`config.mk`:
```
export PLATFORM = sky130hd
export DESIGN_NAME = mem_access_ctrl
export DESIGN_NICKNAME = d
export VERILOG_FILES = /design/src/rtl/mem_ctrl_pkg.sv /design/src/rtl/mem_access_ctrl_sp_unit.sv /design/src/rtl/mem_access_ctrl.sv
export SDC_FILE = /design/constraint.sdc
export NUM_CORES = 1
export LEC_CHECK = 0
export CORE_MARGIN = 10
export CORE_UTILIZATION = 50
export DETAILED_ROUTE_END_ITERATION = 16
export MAX_ROUTING_LAYER = met4
export PLACE_DENSITY = 0.87
export SLEW_MARGIN = 20
export SYNTH_ARGS = -nofsm -noshare
export SYNTH_HDL_FRONTEND = slang
export SYNTH_HIERARCHICAL = 1
export SYNTH_SLANG_ARGS = --single-unit
```
`constraint.sdc`:
```
create_clock -name clk -period 3.5 [get_ports clk]
set_input_delay 0.525 -clock clk [delete_from_list [all_inputs] [get_ports clk]]
set_output_delay 0.525 -clock clk [all_outputs]
set_load 0.005 [all_outputs]
```
`src/rtl/mem_ctrl_pkg.sv`:
```
// Shared definitions for the memory-stage controller: op encodings, FSM states
// and the condition-code width.
package mem_ctrl_pkg;

    localparam int CCR_W = 3;

    localparam logic [2:0] OP_NOP  = 3'd0;
    localparam logic [2:0] OP_LDM  = 3'd1;
    localparam logic [2:0] OP_LDD  = 3'd2;
    localparam logic [2:0] OP_STD  = 3'd3;
    localparam logic [2:0] OP_PUSH = 3'd4;
    localparam logic [2:0] OP_POP  = 3'd5;
    localparam logic [2:0] OP_CALL = 3'd6;
    localparam logic [2:0] OP_RET  = 3'd7;

    typedef enum logic [1:0] {
        S_IDLE = 2'd0,
        S_ACC1 = 2'd1,
        S_ACC2 = 2'd2
    } state_t;

endpackage

```
`src/rtl/mem_access_ctrl_sp_unit.sv`:
```
// Stack-pointer register with +/-1 update and neighbour-address generation.
// With STACK_CHECK_EN defined it also flags stack over/underflow for an offered op.
module sp_unit
    import mem_ctrl_pkg::*;
#(
    parameter int               ADDR_W   = 16,
    parameter logic [ADDR_W-1:0] SP_INIT  = 16'hFFFF,
    parameter logic [ADDR_W-1:0] SP_LIMIT = 16'hF800
) (
    input  logic              clk,
    input  logic              rst,
    input  logic              inc,
    input  logic              dec,
`ifdef STACK_CHECK_EN
    input  logic [2:0]        op,
    output logic              chk_err,
`endif
    output logic [ADDR_W-1:0] sp,
    output logic [ADDR_W-1:0] sp_m1,
    output logic [ADDR_W-1:0] sp_p1,
    output logic [ADDR_W-1:0] sp_p2
);

    logic [ADDR_W-1:0] sp_q, sp_d;

    always_comb begin
        sp_d = sp_q;
        if (inc) begin
            sp_d = sp_q + ADDR_W'(1);
        end else if (dec) begin
            sp_d = sp_q - ADDR_W'(1);
        end
    end

    always_ff @(posedge clk) begin
        if (rst) begin
            sp_q <= SP_INIT;
        end else begin
            sp_q <= sp_d;
        end
    end

    assign sp    = sp_q;
    assign sp_m1 = sp_q - ADDR_W'(1);
    assign sp_p1 = sp_q + ADDR_W'(1);
    assign sp_p2 = sp_q + ADDR_W'(2);

`ifdef STACK_CHECK_EN
    // One extra bit so SP+1 / SP+2 past the top and SP-1 below zero do not wrap.
    logic [ADDR_W:0] sp_w;
    assign sp_w = {1'b0, sp_q};

    always_comb begin
        chk_err = 1'b0;
        case (op)
            OP_PUSH: chk_err = (sp_q < SP_LIMIT);
            OP_CALL: chk_err = (sp_w < ({1'b0, SP_LIMIT} + (ADDR_W+1)'(1)));
            OP_POP:  chk_err = ((sp_w + (ADDR_W+1)'(1)) > {1'b0, SP_INIT});
            OP_RET:  chk_err = ((sp_w + (ADDR_W+1)'(2)) > {1'b0, SP_INIT});
            default: chk_err = 1'b0;
        endcase
    end
`endif

endmodule

```
`src/rtl/mem_access_ctrl.sv`:
```
// Memory-stage controller: sequences LDM/LDD/STD/PUSH/POP/CALL/RET through a
// req/ack data-memory port. Optional stack bounds checking via STACK_CHECK_EN.
module mem_access_ctrl
    import mem_ctrl_pkg::*;
#(
    parameter int                ADDR_W   = 16,
    parameter int                DATA_W   = 16,
    parameter logic [ADDR_W-1:0] SP_INIT  = 16'hFFFF,
    parameter logic [ADDR_W-1:0] SP_LIMIT = 16'hF800
) (
    input  logic                clk,
    input  logic                rst,
    input  logic                op_valid,
    input  logic [2:0]          op,
    output logic                op_ready,
    input  logic [ADDR_W-1:0]   addr_in,
    input  logic [2*DATA_W-1:0] wdata,
    input  logic [DATA_W-1:0]   imm,
    input  logic [CCR_W-1:0]    flags_in,
    output logic                mem_req,
    output logic                mem_we,
    output logic [ADDR_W-1:0]   mem_addr,
    output logic [DATA_W-1:0]   mem_wdata,
    input  logic                mem_ack,
    input  logic [DATA_W-1:0]   mem_rdata,
    output logic                res_valid,
    output logic [2*DATA_W-1:0] res_data,
    output logic [CCR_W-1:0]    res_flags,
    output logic [ADDR_W-1:0]   sp,
    output logic                stack_err
);

    state_t              state_q, state_d;
    logic [2:0]          op_q, op_d;
    logic [DATA_W-1:0]   wlo_q, wlo_d;
    logic [DATA_W-1:0]   rlo_q, rlo_d;
    logic                mem_req_q, mem_req_d;
    logic                mem_we_q, mem_we_d;
    logic [ADDR_W-1:0]   mem_addr_q, mem_addr_d;
    logic [DATA_W-1:0]   mem_wdata_q, mem_wdata_d;
    logic                res_valid_q, res_valid_d;
    logic [2*DATA_W-1:0] res_data_q, res_data_d;
    logic [CCR_W-1:0]    res_flags_q, res_flags_d;
    logic                stack_err_q, stack_err_d;

    logic                sp_inc, sp_dec, chk_err, acked;
    logic [ADDR_W-1:0]   sp_cur, sp_m1, sp_p1, sp_p2;

    sp_unit #(
        .ADDR_W   (ADDR_W),
        .SP_INIT  (SP_INIT),
        .SP_LIMIT (SP_LIMIT)
    ) u_sp (
        .clk     (clk),
        .rst     (rst),
        .inc     (sp_inc),
        .dec     (sp_dec),
`ifdef STACK_CHECK_EN
        .op      (op),
        .chk_err (chk_err),
`endif
        .sp      (sp_cur),
        .sp_m1   (sp_m1),
        .sp_p1   (sp_p1),
        .sp_p2   (sp_p2)
    );

`ifndef STACK_CHECK_EN
    assign chk_err = 1'b0;
`endif

    assign acked = mem_req_q && mem_ack;

    always_comb begin
        state_d     = state_q;
        op_d        = op_q;
        wlo_d       = wlo_q;
        rlo_d       = rlo_q;
        mem_req_d   = mem_req_q;
        mem_we_d    = mem_we_q;
        mem_addr_d  = mem_addr_q;
        mem_wdata_d = mem_wdata_q;
        res_valid_d = 1'b0;
        res_data_d  = res_data_q;
        res_flags_d = res_flags_q;
        stack_err_d = 1'b0;
        sp_inc      = 1'b0;
        sp_dec      = 1'b0;

        case (state_q)
            S_IDLE: begin
                if (op_valid) begin
                    op_d        = op;
                    wlo_d       = wdata[DATA_W-1:0];
                    res_flags_d = flags_in;
                    if (chk_err) begin
                        res_valid_d = 1'b1;
                        res_data_d  = '0;
                        stack_err_d = 1'b1;
                    end else begin
                        case (op)
                            OP_NOP: begin
                                res_valid_d = 1'b1;
                                res_data_d  = '0;
                            end
                            OP_LDM: begin
                                res_valid_d = 1'b1;
                                res_data_d  = {{DATA_W{1'b0}}, imm};
                            end
                            default: begin
                                state_d   = S_ACC1;
                                mem_req_d = 1'b1;
                                // Writes go to SP (or addr_in); stack reads come from SP+1.
                                mem_we_d  = (op == OP_STD) || (op == OP_PUSH) || (op == OP_CALL);
                                mem_wdata_d = (op == OP_CALL) ? wdata[2*DATA_W-1:DATA_W]
                                                              : wdata[DATA_W-1:0];
                                if (op == OP_LDD || op == OP_STD) begin
                                    mem_addr_d = addr_in;
                                end else if (op == OP_POP || op == OP_RET) begin
                                    mem_addr_d = sp_p1;
                                end else begin
                                    mem_addr_d = sp_cur;
                                end
                            end
                        endcase
                    end
                end
            end

            S_ACC1: begin
                if (acked) begin
                    mem_req_d = 1'b0;
                    sp_dec    = (op_q == OP_PUSH) || (op_q == OP_CALL);
                    sp_inc    = (op_q == OP_POP)  || (op_q == OP_RET);
                    // Second access address uses the pre-update SP, since SP moves on this same edge.
                    if (op_q == OP_CALL) begin
                        state_d     = S_ACC2;
                        mem_addr_d  = sp_m1;
                        mem_wdata_d = wlo_q;
                    end else if (op_q == OP_RET) begin
                        state_d    = S_ACC2;
                        rlo_d      = mem_rdata;
                        mem_addr_d = sp_p2;
                    end else begin
                        state_d     = S_IDLE;
                        res_valid_d = 1'b1;
                        res_data_d  = mem_we_q ? '0 : {{DATA_W{1'b0}}, mem_rdata};
                    end
                end
            end

            S_ACC2: begin
                if (!mem_req_q) begin
                    mem_req_d = 1'b1;
                end else if (acked) begin
                    mem_req_d   = 1'b0;
                    state_d     = S_IDLE;
                    res_valid_d = 1'b1;
                    res_data_d  = mem_we_q ? '0 : {mem_rdata, rlo_q};
                    sp_dec      = (op_q == OP_CALL);
                    sp_inc      = (op_q == OP_RET);
                end
            end

            default: begin
                state_d   = S_IDLE;
                mem_req_d = 1'b0;
            end
        endcase
    end

    always_ff @(posedge clk) begin
        if (rst) begin
            state_q     <= S_IDLE;
            op_q        <= OP_NOP;
            wlo_q       <= '0;
            rlo_q       <= '0;
            mem_req_q   <= 1'b0;
            mem_we_q    <= 1'b0;
            mem_addr_q  <= '0;
            mem_wdata_q <= '0;
            res_valid_q <= 1'b0;
            res_data_q  <= '0;
            res_flags_q <= '0;
            stack_err_q <= 1'b0;
        end else begin
            state_q     <= state_d;
            op_q        <= op_d;
            wlo_q       <= wlo_d;
            rlo_q       <= rlo_d;
            mem_req_q   <= mem_req_d;
            mem_we_q    <= mem_we_d;
            mem_addr_q  <= mem_addr_d;
            mem_wdata_q <= mem_wdata_d;
            res_valid_q <= res_valid_d;
            res_data_q  <= res_data_d;
            res_flags_q <= res_flags_d;
            stack_err_q <= stack_err_d;
        end
    end

    assign op_ready  = (state_q == S_IDLE);
    assign mem_req   = mem_req_q;
    assign mem_we    = mem_we_q;
    assign mem_addr  = mem_addr_q;
    assign mem_wdata = mem_wdata_q;
    assign res_valid = res_valid_q;
    assign res_data  = res_data_q;
    assign res_flags = res_flags_q;
    assign sp        = sp_cur;
    assign stack_err = stack_err_q;

endmodule
```
After elaboration in Yosys (flattened, before gate mapping) --
Index checks and enable logic that the tools add are counted.
Storage, ports and cells: register bits 123, output and inout bits 88, input port bits 90
Cells by class: multiplexer cells 56, $add $sub $neg 3, equal/unequal tests 23, bitwise logic cells 2, reduce and logical (&&, ||, !) cells 21
Operators with widths (number):
- two-way mux 16 bit | 15
- two-way mux 32 bit | 7
- case mux 32 bit (3 select lines) | 1
- case mux 16 bit (2 select lines) | 2
- case mux 32 bit (2 select lines) | 1
- == test 3 bit, second input constant | 8
- two-way mux 1 bit | 18
- adder 16 x 1 -> 16 bit, second input constant | 1
- adder 16 x 2 -> 16 bit, second input constant | 1
- != test 2 bit, second input constant | 8
- subtractor 16 x 1 -> 16 bit, second input constant | 1
- AND reduction 5 bit | 3
- two-way mux 2 bit | 7
- AND reduction 8 bit | 1
- == test 3 x 2 -> 1 bit, second input constant | 2
- logical OR 1 bit | 6
- case mux 1 bit (3 select lines) | 2
- case mux 2 bit (3 select lines) | 1
- AND reduction 3 bit | 2
- case mux 1 bit (2 select lines) | 2
- AND reduction 4 bit | 1
- nonzero test 2 bit | 2
- == test 3 x 1 -> 1 bit, second input constant | 1
- logical NOT 3 bit | 1
- 10 further kinds | 11

Depth between registers and ports, before layout --
Gate-level depths: netlist of the first run.
depth in word-level cells 7, mapped depth 13

Modules after synthesis --
Netlist of the first run, hierarchy kept.
By module, submodules not included:
- mem_access_ctrl | cells each 661, instances 1, area each 5330.1 sq um
- sp_unit | cells each 229, instances 1, area each 1746.7 sq um

Worst setup path before layout of the first run --
No wires, ideal clock.
path kind reg2reg, start point register state_q[1], end point register u_sp.sp_q[10], in the netlist u_sp/sp[10], arrival 2494 ps, library setup time 125 ps, setup slack 881 ps, buffers on the path 4, data required time 3375 ps, stages on the path, launching flop included 13, cell sequence dfxtp_1 > inv_1 > ha_1 > buf_6 > clkbuf_1 > clkbuf_1 > a21oi_1 > nor3_1 > nor2b_1 > clkbuf_1 > nand4_1 > a21boi_0 > o21ai_1
Between the ends: cells in the longest elaborated chain, start to end 3, elaborated cells on any way between the ends 6, classes of those cells eq/ne (2); mux (3); reduce/logical (1)
Ends and longest elaborated chain:
- start: declaration | RTL line mem_access_ctrl.sv:33 | state_t state_q, state_d;
- start signal: assignment | RTL line mem_access_ctrl.sv:187 | state_q <= state_d;
- == test 2 bit / == test 2 x 1 -> 1 bit (equally long branches) | RTL line mem_access_ctrl.sv:90 | case (state_q)
- case mux 1 bit (2 select lines) (*) | RTL line mem_access_ctrl.sv:90
- named net sp_dec | RTL line mem_access_ctrl.sv:46 | logic sp_inc, sp_dec, chk_err, acked;
- nonzero test 2 bit (no source line) (*)
- end signal: assignment | RTL line mem_access_ctrl_sp_unit.sv:39 | sp_q <= sp_d;
- end: declaration | RTL line mem_access_ctrl_sp_unit.sv:24 | logic [ADDR_W-1:0] sp_q, sp_d;
Mark *: on every way through the listed nets, which the timed path passes. The rest lies on a longest branch. A chain may end at the register's enable or synchronous reset.

Worst setup path in the final report of the first run --
start point register u_sp.sp_q[5], in the netlist u_sp/sp[5], end point register mem_addr_q[15], in the netlist mem_addr[15]
Between the ends: cells in the longest elaborated chain, start to end 6, elaborated cells on any way between the ends 11, classes of those cells add/sub (3); mux (8)
Ends and longest elaborated chain:
- adder 16 x 1 -> 16 bit | RTL line mem_access_ctrl_sp_unit.sv:45 | assign sp_p1 = sp_q + ADDR_W'(1);
- named net sp_p1[15] | RTL line mem_access_ctrl.sv:47 | logic [ADDR_W-1:0] sp_cur, sp_m1, sp_p1, sp_p2;
- two-way mux 16 bit | RTL line mem_access_ctrl.sv:119 | end else if (op == OP_POP || op == OP_RET) begin
- two-way mux 16 bit | RTL line mem_access_ctrl.sv:117 | if (op == OP_LDD || op == OP_STD) begin
- two-way mux 16 bit | RTL line mem_access_ctrl.sv:101 | case (op)
- two-way mux 16 bit | RTL line mem_access_ctrl.sv:92 | if (op_valid) begin
- case mux 16 bit (2 select lines) | RTL line mem_access_ctrl.sv:90
- end signal: assignment | RTL line mem_access_ctrl.sv:193 | mem_addr_q <= mem_addr_d;
- end: declaration | RTL line mem_access_ctrl.sv:39 | logic [ADDR_W-1:0] mem_addr_q, mem_addr_d;
The timed path passes the listed nets, and every way through them passes these cells. The select of a mux whose other input is x is not followed.

==> flow_summary.json, run 1 <==
{
  "cp-start-kind": "register",
  "synth_warnings": 6,
  "max_stage_delay_ns": 0.65,
  "core-area_mm2": 0.01388,
  "pwr-share-comb": 0.218,
  "synth_ff_type": "dfxtp_1",
  "grt.overflow.total": 0,
  "setup_viol": 0,
  "vias": 7273,
  "post_cts_buffers": 0,
  "globalplace.congestion": 0.9908,
  "drv_cap": 0,
  "htree_levels": 4,
  "num_rows": 43,
  "synth_area_mm2": 0.007077,
  "ctsResizeCount": 0,
  "pin_count": 178,
  "placed_area_mm2": 0.008823,
  "arrival_ns": 3.16,
  "max_slew_margin": 0.4368,
  "synth_edf_count": 0,
  "nFillCells": 1081,
  "fin_setup_tns_ns": 0,
  "yosys.area.top_type_share": 0.3479,
  "via_per_inst": 6.006,
  "synth_cell_types": 62,
  "drc": 0,
  "holdCritPathClass": "register to register",
  "crit_fanout": 13,
  "synthMostInstantiatedCell": "nand2_1",
  "synth_common_cells": "149 x nand2_1, 123 x dfxtp_1, 74 x a21oi_1",
  "synth_cells": 890,
  "crit_required_ns": 3.81,
  "postSynth.asyncResetShare": 0,
  "worstSetupEndpointType": "register",
  "irDropWorstVdd_uv": 385.1,
  "start_util": 0.5098,
  "antenna-diode-count": 0,
  "cp_cell_sequence": "nand4_2 -> nor4_1 -> xor2_1 -> and3_1 -> a211oi_1 -> o21bai_1 -> a32o_1",
  "cts-root-buf": "clkbuf_16",
  "dieArea_mm2": 0.01931,
  "p_clk_frac": 0.407,
  "critical_path_class": "register to register",
  "die_h_um": 139.0,
  "synth_top_cell_by_area": "dfxtp_1",
  "outcome": "finished clean",
  "switching_share": 0.2973,
  "rsz0062_at_grt": "no",
  "clkSinkCount": 123,
  "port-buffer-count": 176,
  "grt_pass1_wl_um": 36740,
  "power_leakage_nw": 3.585,
  "cts_buffer_depth": 2,
  "drtIter0Drc": 855,
  "min_period_ns": 2.854,
  "synth.area.top_cells": "dfxtp_1 35%, nand2_1 7.9%, a21oi_1 5.2%",
  "fmaxAchievable_mhz": 350.3,
  "syn-num-nets": 990,
  "dp_hpwl_um": 15750,
  "slowest_stage": "dfxtp_1",
  "wl_um": 22790,
  "clkTransAtPathRegs_ns": 0.06,
  "syn_avg_cell_area_um2": 7.951,
  "drive_above_1_share": 0.07468,
  "hold_buffers": 0,
  "tightestPinTransition_ns": 0.8447,
  "intPower_w": 0.002998,
  "p_seq_frac": 0.375,
  "yosys_register_bits": 123,
  "p_sw_w": 0.001269,
  "design_area_mm2": 0.009407,
  "chipWidth_um": 139.0,
  "cts_made_buffers": 17,
  "area_delta_synth_final_pct": 32.92,
  "hold_viol": 0,
  "antenna_found_initial": 0,
  "drt-pass1-iter-count": 5,
  "avgRoutedWirePerCell_um": 18.82,
  "powerDensity_mw_per_mm2": 453.6,
  "ant_nets": 0,
  "grt_pass1_vias": 6948,
  "cts_tree": "done",
  "report.final.slew_viol_count": 0,
  "finalPower_w": 0.004267,
  "gr-usage-all-layers": 0.2304,
  "grt_max_degree": 68,
  "nNetsFinal": 1118,
  "ys_seq_area_frac": 0.3479,
  "clock_skew_ns": 0.01440,
  "fin_crit_sh": 0.8155,
  "clock_latency_ns": 0.43
}
-- cell families (layout without fill, tap and decap cells) --
group / Yosys count / in the layout / synth area share
AND/OR/NAND/NOR: 335 / 335 / 0.2367
flip-flops: 123 / 123 / 0.3479
buffers and inverters: 102 / 243 / 0.06736
adder cells (fa/ha/maj): 10 / 10 / 0.01768
other: 1 / 1 / 0.0005299
AO/OA/AOI/OAI: 249 / 249 / 0.2387
multiplexers: 25 / 25 / 0.03536
XOR/XNOR: 45 / 45 / 0.05569
-- path summary, 6_finish.rpt --
check | from | to | slack [ns] | depth (start not counted)
max | u_sp/sp[5] | mem_addr[15] | 0.65 | 7
min | res_flags[1] | res_flags[1] | 0.46 | 2
max reg2reg | u_sp/sp[5] | mem_addr[15] | 0.65 | 7
min reg2reg | res_flags[1] | res_flags[1] | 0.46 | 2
-- cell type report --
| cell class | instances | area, um^2 | share of cell area |
|---|---|---|---|
| multi-input combinational | 665 | 4156 | 0.4419 |
| clock inverter | 15 | 155.1 | 0.01649 |
| sequential | 123 | 2462 | 0.2618 |
| inverter | 10 | 37.54 | 0.003990 |
| timing repair buffer | 201 | 1944 | 0.2067 |
| tap | 180 | 225.2 | 0.02394 |
| clock buffer | 17 | 425.4 | 0.04522 |
-- power by group through the flow --
stage	clock network, W	logic [W]	registers, W
2_1_floorplan	0	0.000486	0.00162
3_3_place_gp	0	0.000902	0.00162
3_5_place_dp	0	0.000920	0.00163
4_1_cts	0.00174	0.000931	0.00160
5_1_grt	0.00180	0.00101	0.00161
6_report	0.00173	0.000932	0.00160
-- routing by layer --
| layer | part of all wire | wire length (um) | global-route usage | vias up |
|---|---|---|---|---|
| li1 | - | - | - | 3445 |
| met1 | 0.41 | 9444 | 0.2813 | 3412 |
| met2 | 0.49 | 11070 | 0.3605 | 370 |
| met3 | 0.074 | 1683 | 0.05445 | 46 |
| met4 | 0.026 | 599 | 0.08841 | 0 |
| met5 | 0 | 0 | - | - |
-- sequential cells by signal (all words and copies together) (netlist names), 2 cells and up --
name       flops
mem_addr      16
mem_wdata     16
op_q           3
res_data      32
res_flags      3
rlo_q         16
state_q        2
u_sp/sp       16
wlo_q         16
-- stage by stage --
step / std cells / util / hold slack, ns / setup slack [ns]
2_1_floorplan: 890 / - / 0.4366 / 0.8815
3_5_place_dp: 1179 / 0.6357 / 0.4466 / 0.6689
3_3_place_gp: 1179 / 0.6357 / 0.4417 / 0.7070
4_1_cts: 1211 / 0.6775 / 0.4556 / 0.7773
5_1_grt: 1211 / 0.6777 / 0.4689 / 0.5018
6_report: 1211 / 0.6777 / 0.4553 / 0.6457
-- cell usage in the layout, fill, tap and decap left out, types with 4 or more instances in the layout --
master	count
a211oi_1	33
a21oi_1	74
a22o_1	32
a22oi_1	19
a32o_1	16
and3_1	19
and3b_1	4
and4_1	4
buf_4	25
clkbuf_16	17
clkdlybuf4s50_1	175
clkinv_4	4
dfxtp_1	123
ha_1	9
inv_1	10
inv_6	5
mux2i_1	25
nand2_1	149
nand3_1	28
nand4_1	21
nor2_1	42
nor2b_1	13
nor3_1	11
nor3b_1	4
nor4_1	10
o21ai_0	33
o21ai_1	4
o21bai_1	16
xnor2_1	16
xor2_1	29
-- worst max-delay path, delay by kind of cell, from the launching register on --
family,cells,cell delay [ns]
DFF,1,0.65
AOI/OAI and AO/OA,3,0.71
and+or+nand+nor,3,1.25
xor gates and xnor gates,1,0.14
(Power assumes the default switching activity.)
==> run 2, diff against run 1 <==
--- a/config.mk
+++ b/config.mk
@@ -6,10 +6,10 @@
 export NUM_CORES = 1
 export LEC_CHECK = 0
 export CORE_MARGIN = 10
-export CORE_UTILIZATION = 50
+export CORE_UTILIZATION = 45
 export DETAILED_ROUTE_END_ITERATION = 16
 export MAX_ROUTING_LAYER = met4
-export PLACE_DENSITY = 0.87
+export PLACE_DENSITY = 0.83
 export SLEW_MARGIN = 20
 export SYNTH_ARGS = -nofsm -noshare
 export SYNTH_HDL_FRONTEND = slang
==> constraint.sdc (replaced) <==
create_clock -name clk -period 2.4 [get_ports clk]
set_input_delay 0.36 -clock clk [delete_from_list [all_inputs] [get_ports clk]]
set_output_delay 0.36 -clock clk [all_outputs]
set_load 0.005 [all_outputs]
==> flow_summary.json, run 2 (synthesis gave the netlist of run 1 again) <==
{
  "outcome": "finished clean",
  "drv_cap": 0,
  "grt.overflow.total": 0,
  "crit_fanout": 4,
  "max_slew_margin": 0.4490,
  "arrival_ns": 2.69,
  "drt-pass1-iter-count": 5,
  "port-buffer-count": 176,
  "globalplace.congestion": 0.9580,
  "clkSinkCount": 123,
  "chipWidth_um": 145.4,
  "utilization": 0.6505,
  "tightestPinTransition_ns": 0.8264,
  "cp_cell_sequence": "inv_2 -> ha_1 -> and3_4 -> nand2_1 -> nor3b_2 -> inv_1 -> or4_4 -> and3b_1 -> o21ai_1",
  "cts_buffer_depth": 2,
  "critical_path_class": "register to register",
  "gr-usage-all-layers": 0.2232,
  "fmaxAchievable_mhz": 425.5,
  "final_cell_mix": "175 x clkdlybuf4s50_1, 149 x nand2_1, 118 x dfxtp_1",
  "finalPower_w": 0.006371,
  "dp.cells": 1260,
  "drtIter0Drc": 615,
  "clock_latency_ns": 0.42,
  "avgRoutedWirePerCell_um": 18.47,
  "die_h_um": 145.4,
  "core-area_mm2": 0.01531,
  "r2r-start": "state_q[0]",
  "rsz0062_at_grt": "yes",
  "drc": 0,
  "cts-root-buf": "clkbuf_16",
  "clock_skew_ns": 0.01182,
  "reg2reg_depth": 9,
  "cp-startpoint": "state_q[0]",
  "start_util": 0.4621,
  "drive_above_1_share": 0.1319,
  "area_delta_synth_final_pct": 40.77,
  "dieArea_mm2": 0.02114,
  "cts_made_buffers": 17,
  "clkTransAtPathRegs_ns": 0.06,
  "fin_ws_ns": 0.04959,
  "pin_count": 178,
  "crit_required_ns": 2.74,
  "num_rows": 45,
  "endpoint": "u_sp/sp[10]",
  "vias": 7463,
  "final_common_cell": "clkdlybuf4s50_1",
  "instances_no_fill": 1296,
  "via_per_inst": 5.758,
  "wl_um": 23930,
  "nFillCells": 1304,
  "grt_pass1_wl_um": 38490,
  "max_stage_delay_ns": 0.55,
  "dp_hpwl_um": 16970,
  "setup_viol": 0,
  "grt_pass1_vias": 7203,
  "holdCritPathClass": "primary input to register",
  "htree_levels": 4,
  "pre_cts_ws_ns": -0.07571,
  "hold_viol": 0,
  "r2r_slack_ns": 0.05,
  "worstSetupEndpointType": "register",
  "cp-start-kind": "register",
  "nNetsFinal": 1171,
  "powerDensity_mw_per_mm2": 639.5,
  "cts_tree": "done",
  "r2r-end": "u_sp/sp[10]",
  "irDropWorstVdd_uv": 570.5,
  "fin_setup_tns_ns": 0,
  "fin_crit_sh": 0.9793,
  "ant_nets": 0,
  "min_period_ns": 2.350,
  "grt_max_degree": 65,
  "antenna_found_initial": 1,
  "largest_register_ffs": 32,
  "power_leakage_nw": 3.865,
  "report.final.slew_viol_count": 0,
  "slowest_stage": "or4_4"
}
[run 2: layer usage]
| metal | GRT usage | vias to the layer above | part of all wire |
|---|---|---|---|
| met3 | 0.04595 | 53 | 0.066 |
| met5 | - | - | 0 |
| li1 | - | 3559 | - |
| met2 | 0.3455 | 316 | 0.47 |
| met1 | 0.2749 | 3535 | 0.43 |
| met4 | 0.1006 | 0 | 0.033 |
[run 2: repair_timing]
| item | 4_1_cts | 5_1_grt |
|---|---|---|
| hold buffers | 0 | 0 |
| buffers inserted | 0 | 3 |
| gates resized for setup | 0 | 16 |
| endpoints found under the setup margin | 0 | 39 |
[run 2: critical path: cells and delay by family, from the launching register on]
kind                       cells  cell delay (ns)
DFF                            1             0.36
and+or+nand+nor                5             1.33
AOI/OAI and AO/OA              1             0.13
buffers and inverters          2             0.17
adders and majority gates      1             0.30
[run 2: worst min-delay path by stage]
| stage | start | endpoint | cells past startpoint |
|---|---|---|---|
| after global placement | rlo_q[14] | rlo_q[14] | 2 |
| after detailed placement | wlo_q[3] | wlo_q[3] | 2 |
| after CTS | rst | u_sp/sp[1] | 2 |
| final | rst | u_sp/sp[1] | 2 |
| after global routing | rst | u_sp/sp[1] | 2 |
| after floorplan | wlo_q[0] | wlo_q[0] | 2 |
[run 2: area by class of cell]
class                      instances  area, um^2  area share
clock inverter                    13       170.2     0.01708
multi-input combinational        665        4203      0.4219
timing repair buffer             254        2384      0.2393
clock buffer                      19       432.9     0.04346
antenna                            1       2.502   0.0002512
sequential                       123        2469      0.2478
inverter                          10       37.54    0.003768
tap                              211       264.0     0.02650
[run 2: through the flow]
step,hold slack (ns),area [um^2]
6_report,0.3177,9962
3_3_place_gp,0.4414,9268
3_5_place_dp,0.4467,9268
5_1_grt,0.3223,9962
2_1_floorplan,0.4366,7097
4_1_cts,0.3027,9871
[run 2: power breakdown]
part	leakage, nW	switching (W)	total [W]	internal [W]
logic	2.57	0.000684	0.00141	0.000722
clock network	0.289	0.000987	0.00263	0.00164
registers	1.00	0.000112	0.00234	0.00222
==> run 3, diff against run 2 <==
--- a/config.mk
+++ b/config.mk
@@ -6,12 +6,13 @@
 export NUM_CORES = 1
 export LEC_CHECK = 0
 export CORE_MARGIN = 10
-export CORE_UTILIZATION = 45
+export CORE_UTILIZATION = 31
 export DETAILED_ROUTE_END_ITERATION = 16
 export MAX_ROUTING_LAYER = met4
-export PLACE_DENSITY = 0.83
+export PLACE_DENSITY = 0.61
 export SLEW_MARGIN = 20
 export SYNTH_ARGS = -nofsm -noshare
 export SYNTH_HDL_FRONTEND = slang
 export SYNTH_HIERARCHICAL = 1
 export SYNTH_SLANG_ARGS = --single-unit
+export TNS_END_PERCENT = 1
==> constraint.sdc (replaced) <==
create_clock -name clk -period 3 [get_ports clk]
set_input_delay 0.45 -clock clk [delete_from_list [all_inputs] [get_ports clk]]
set_output_delay 0.45 -clock clk [all_outputs]
set_load 0.005 [all_outputs]
==> flow_summary.json, run 3 (synthesis gave the netlist of run 1 again) <==
{
  "die_h_um": 171.1,
  "tightestPinTransition_ns": 0.8059,
  "design_area_mm2": 0.009635,
  "final_common_cell": "clkdlybuf4s50_1",
  "drtIter0Drc": 524,
  "arrival_ns": 3.00,
  "fin_crit_sh": 0.8971,
  "ctsResizeCount": 0,
  "nFillCells": 2282,
  "drt-pass1-iter-count": 5,
  "pin_count": 178,
  "cp-start-kind": "register",
  "report.final.slew_viol_count": 0,
  "globalplace.congestion": 0.9146,
  "holdWs_ns": 0.4522,
  "holdCritPathClass": "register to register",
  "fin_ws_ns": 0.3086,
  "placed_area_mm2": 0.009057,
  "cts_buffer_depth": 2,
  "nNetsFinal": 1131,
  "final_cell_mix": "175 x clkdlybuf4s50_1, 149 x nand2_1, 123 x dfxtp_1",
  "grt.overflow.total": 0,
  "via_per_inst": 5.289,
  "htree_levels": 4,
  "hold_viol": 0,
  "grt_pass1_wl_um": 38470,
  "cts_tree": "done",
  "grt_max_degree": 66,
  "drive_above_1_share": 0.08621,
  "clock_latency_ns": 0.42,
  "hold_buffers": 0,
  "fmaxAchievable_mhz": 371.6,
  "ant_nets": 0,
  "grt_pass1_vias": 6755,
  "gr-usage-all-layers": 0.1671,
  "rsz0062_at_grt": "no",
  "irDropWorstVdd_uv": 332.9,
  "outcome": "finished clean",
  "area_delta_synth_final_pct": 36.16,
  "antenna_found_initial": 1,
  "worstSetupEndpointType": "register",
  "vias": 7035,
  "chipWidth_um": 171.1,
  "cts_made_buffers": 17,
  "cts-root-buf": "clkbuf_16",
  "clock_skew_ns": 0.008837,
  "avgRoutedWirePerCell_um": 18.63,
  "critical_path_class": "register to register",
  "pre_cts_ws_ns": 0.3769,
  "start_util": 0.3135,
  "post_cts_buffers": 0,
  "dp_hpwl_um": 17650,
  "port-buffer-count": 176,
  "clkTransAtPathRegs_ns": 0.06,
  "dieArea_mm2": 0.02927,
  "drv_cap": 0,
  "power_leakage_nw": 3.652,
  "wl_um": 24770,
  "max_slew_margin": 0.4627,
  "num_rows": 55,
  "crit_fanout": 7,
  "core-area_mm2": 0.02257,
  "clkSinkCount": 123,
  "powerDensity_mw_per_mm2": 520.1,
  "fin_setup_tns_ns": 0,
  "utilization": 0.4269,
  "largest_register_ffs": 32,
  "crit_required_ns": 3.31,
  "min_period_ns": 2.691,
  "setup_viol": 0,
  "drc": 0
}
## run 3: changes by cell type in the layout (fill, tap and decap cells not counted), sizes merged
cell and change:
clkinvlp -2, clkinv -2, bufinv -2, inv +8, clkbuf -2, buf -40
## run 3: area by class of cell
class,count,area (um^2),area share
Clock buffer,17,425.4,0.04415
Inverter,10,37.54,0.003896
Tap cell,285,356.6,0.03701
Multi-Input combinational cell,665,4156,0.4314
Clock inverter,15,150.1,0.01558
Antenna cell,1,2.502,0.0002597
Sequential cell,123,2462,0.2556
Timing Repair Buffer,214,2044,0.2122
## run 3: per-layer routing
metal  GRT usage  part of all wire  vias to the layer above
met1      0.2205              0.47                     3348
met5           -                 0                        -
met4     0.04575             0.012                        0
met3     0.02604             0.043                       24
li1            -                 -                     3471
met2      0.2601              0.48                      192
## run 3: path summary, 6_finish.rpt
check | depth (start not counted) | start | slack [ns] | endpoint
max | 8 | u_sp/sp[1] | 0.31 | mem_addr[9]
min | 2 | wlo_q[6] | 0.45 | wlo_q[6]
min reg2reg | 2 | wlo_q[6] | 0.45 | wlo_q[6]
max reg2reg | 8 | u_sp/sp[1] | 0.31 | mem_addr[9]
## run 3: power breakdown
part	total, W	switching [W]	internal (W)
Sequential	0.00187	0.0000916	0.00178
Clock	0.00204	0.000871	0.00117
Combinational	0.00110	0.000544	0.000557
## run 3: stage by stage
stage                     instances  total power [W]
after floorplan                 890         0.002461
after global placement         1297         0.003005
after detailed placement       1297         0.003014
after CTS                      1329         0.005074
after global routing           1330         0.005252
final                          1330         0.005011
## run 3: critical path, stage by stage, from the launching register on
cell and delay (ns):
dfxtp_1 0.52, ha_1 0.37, nand2_1 0.28, o31a_1 0.33, or2_2 0.30, and3_1 0.18, a211oi_1 0.25, o21bai_1 0.11
a32o_1 0.25
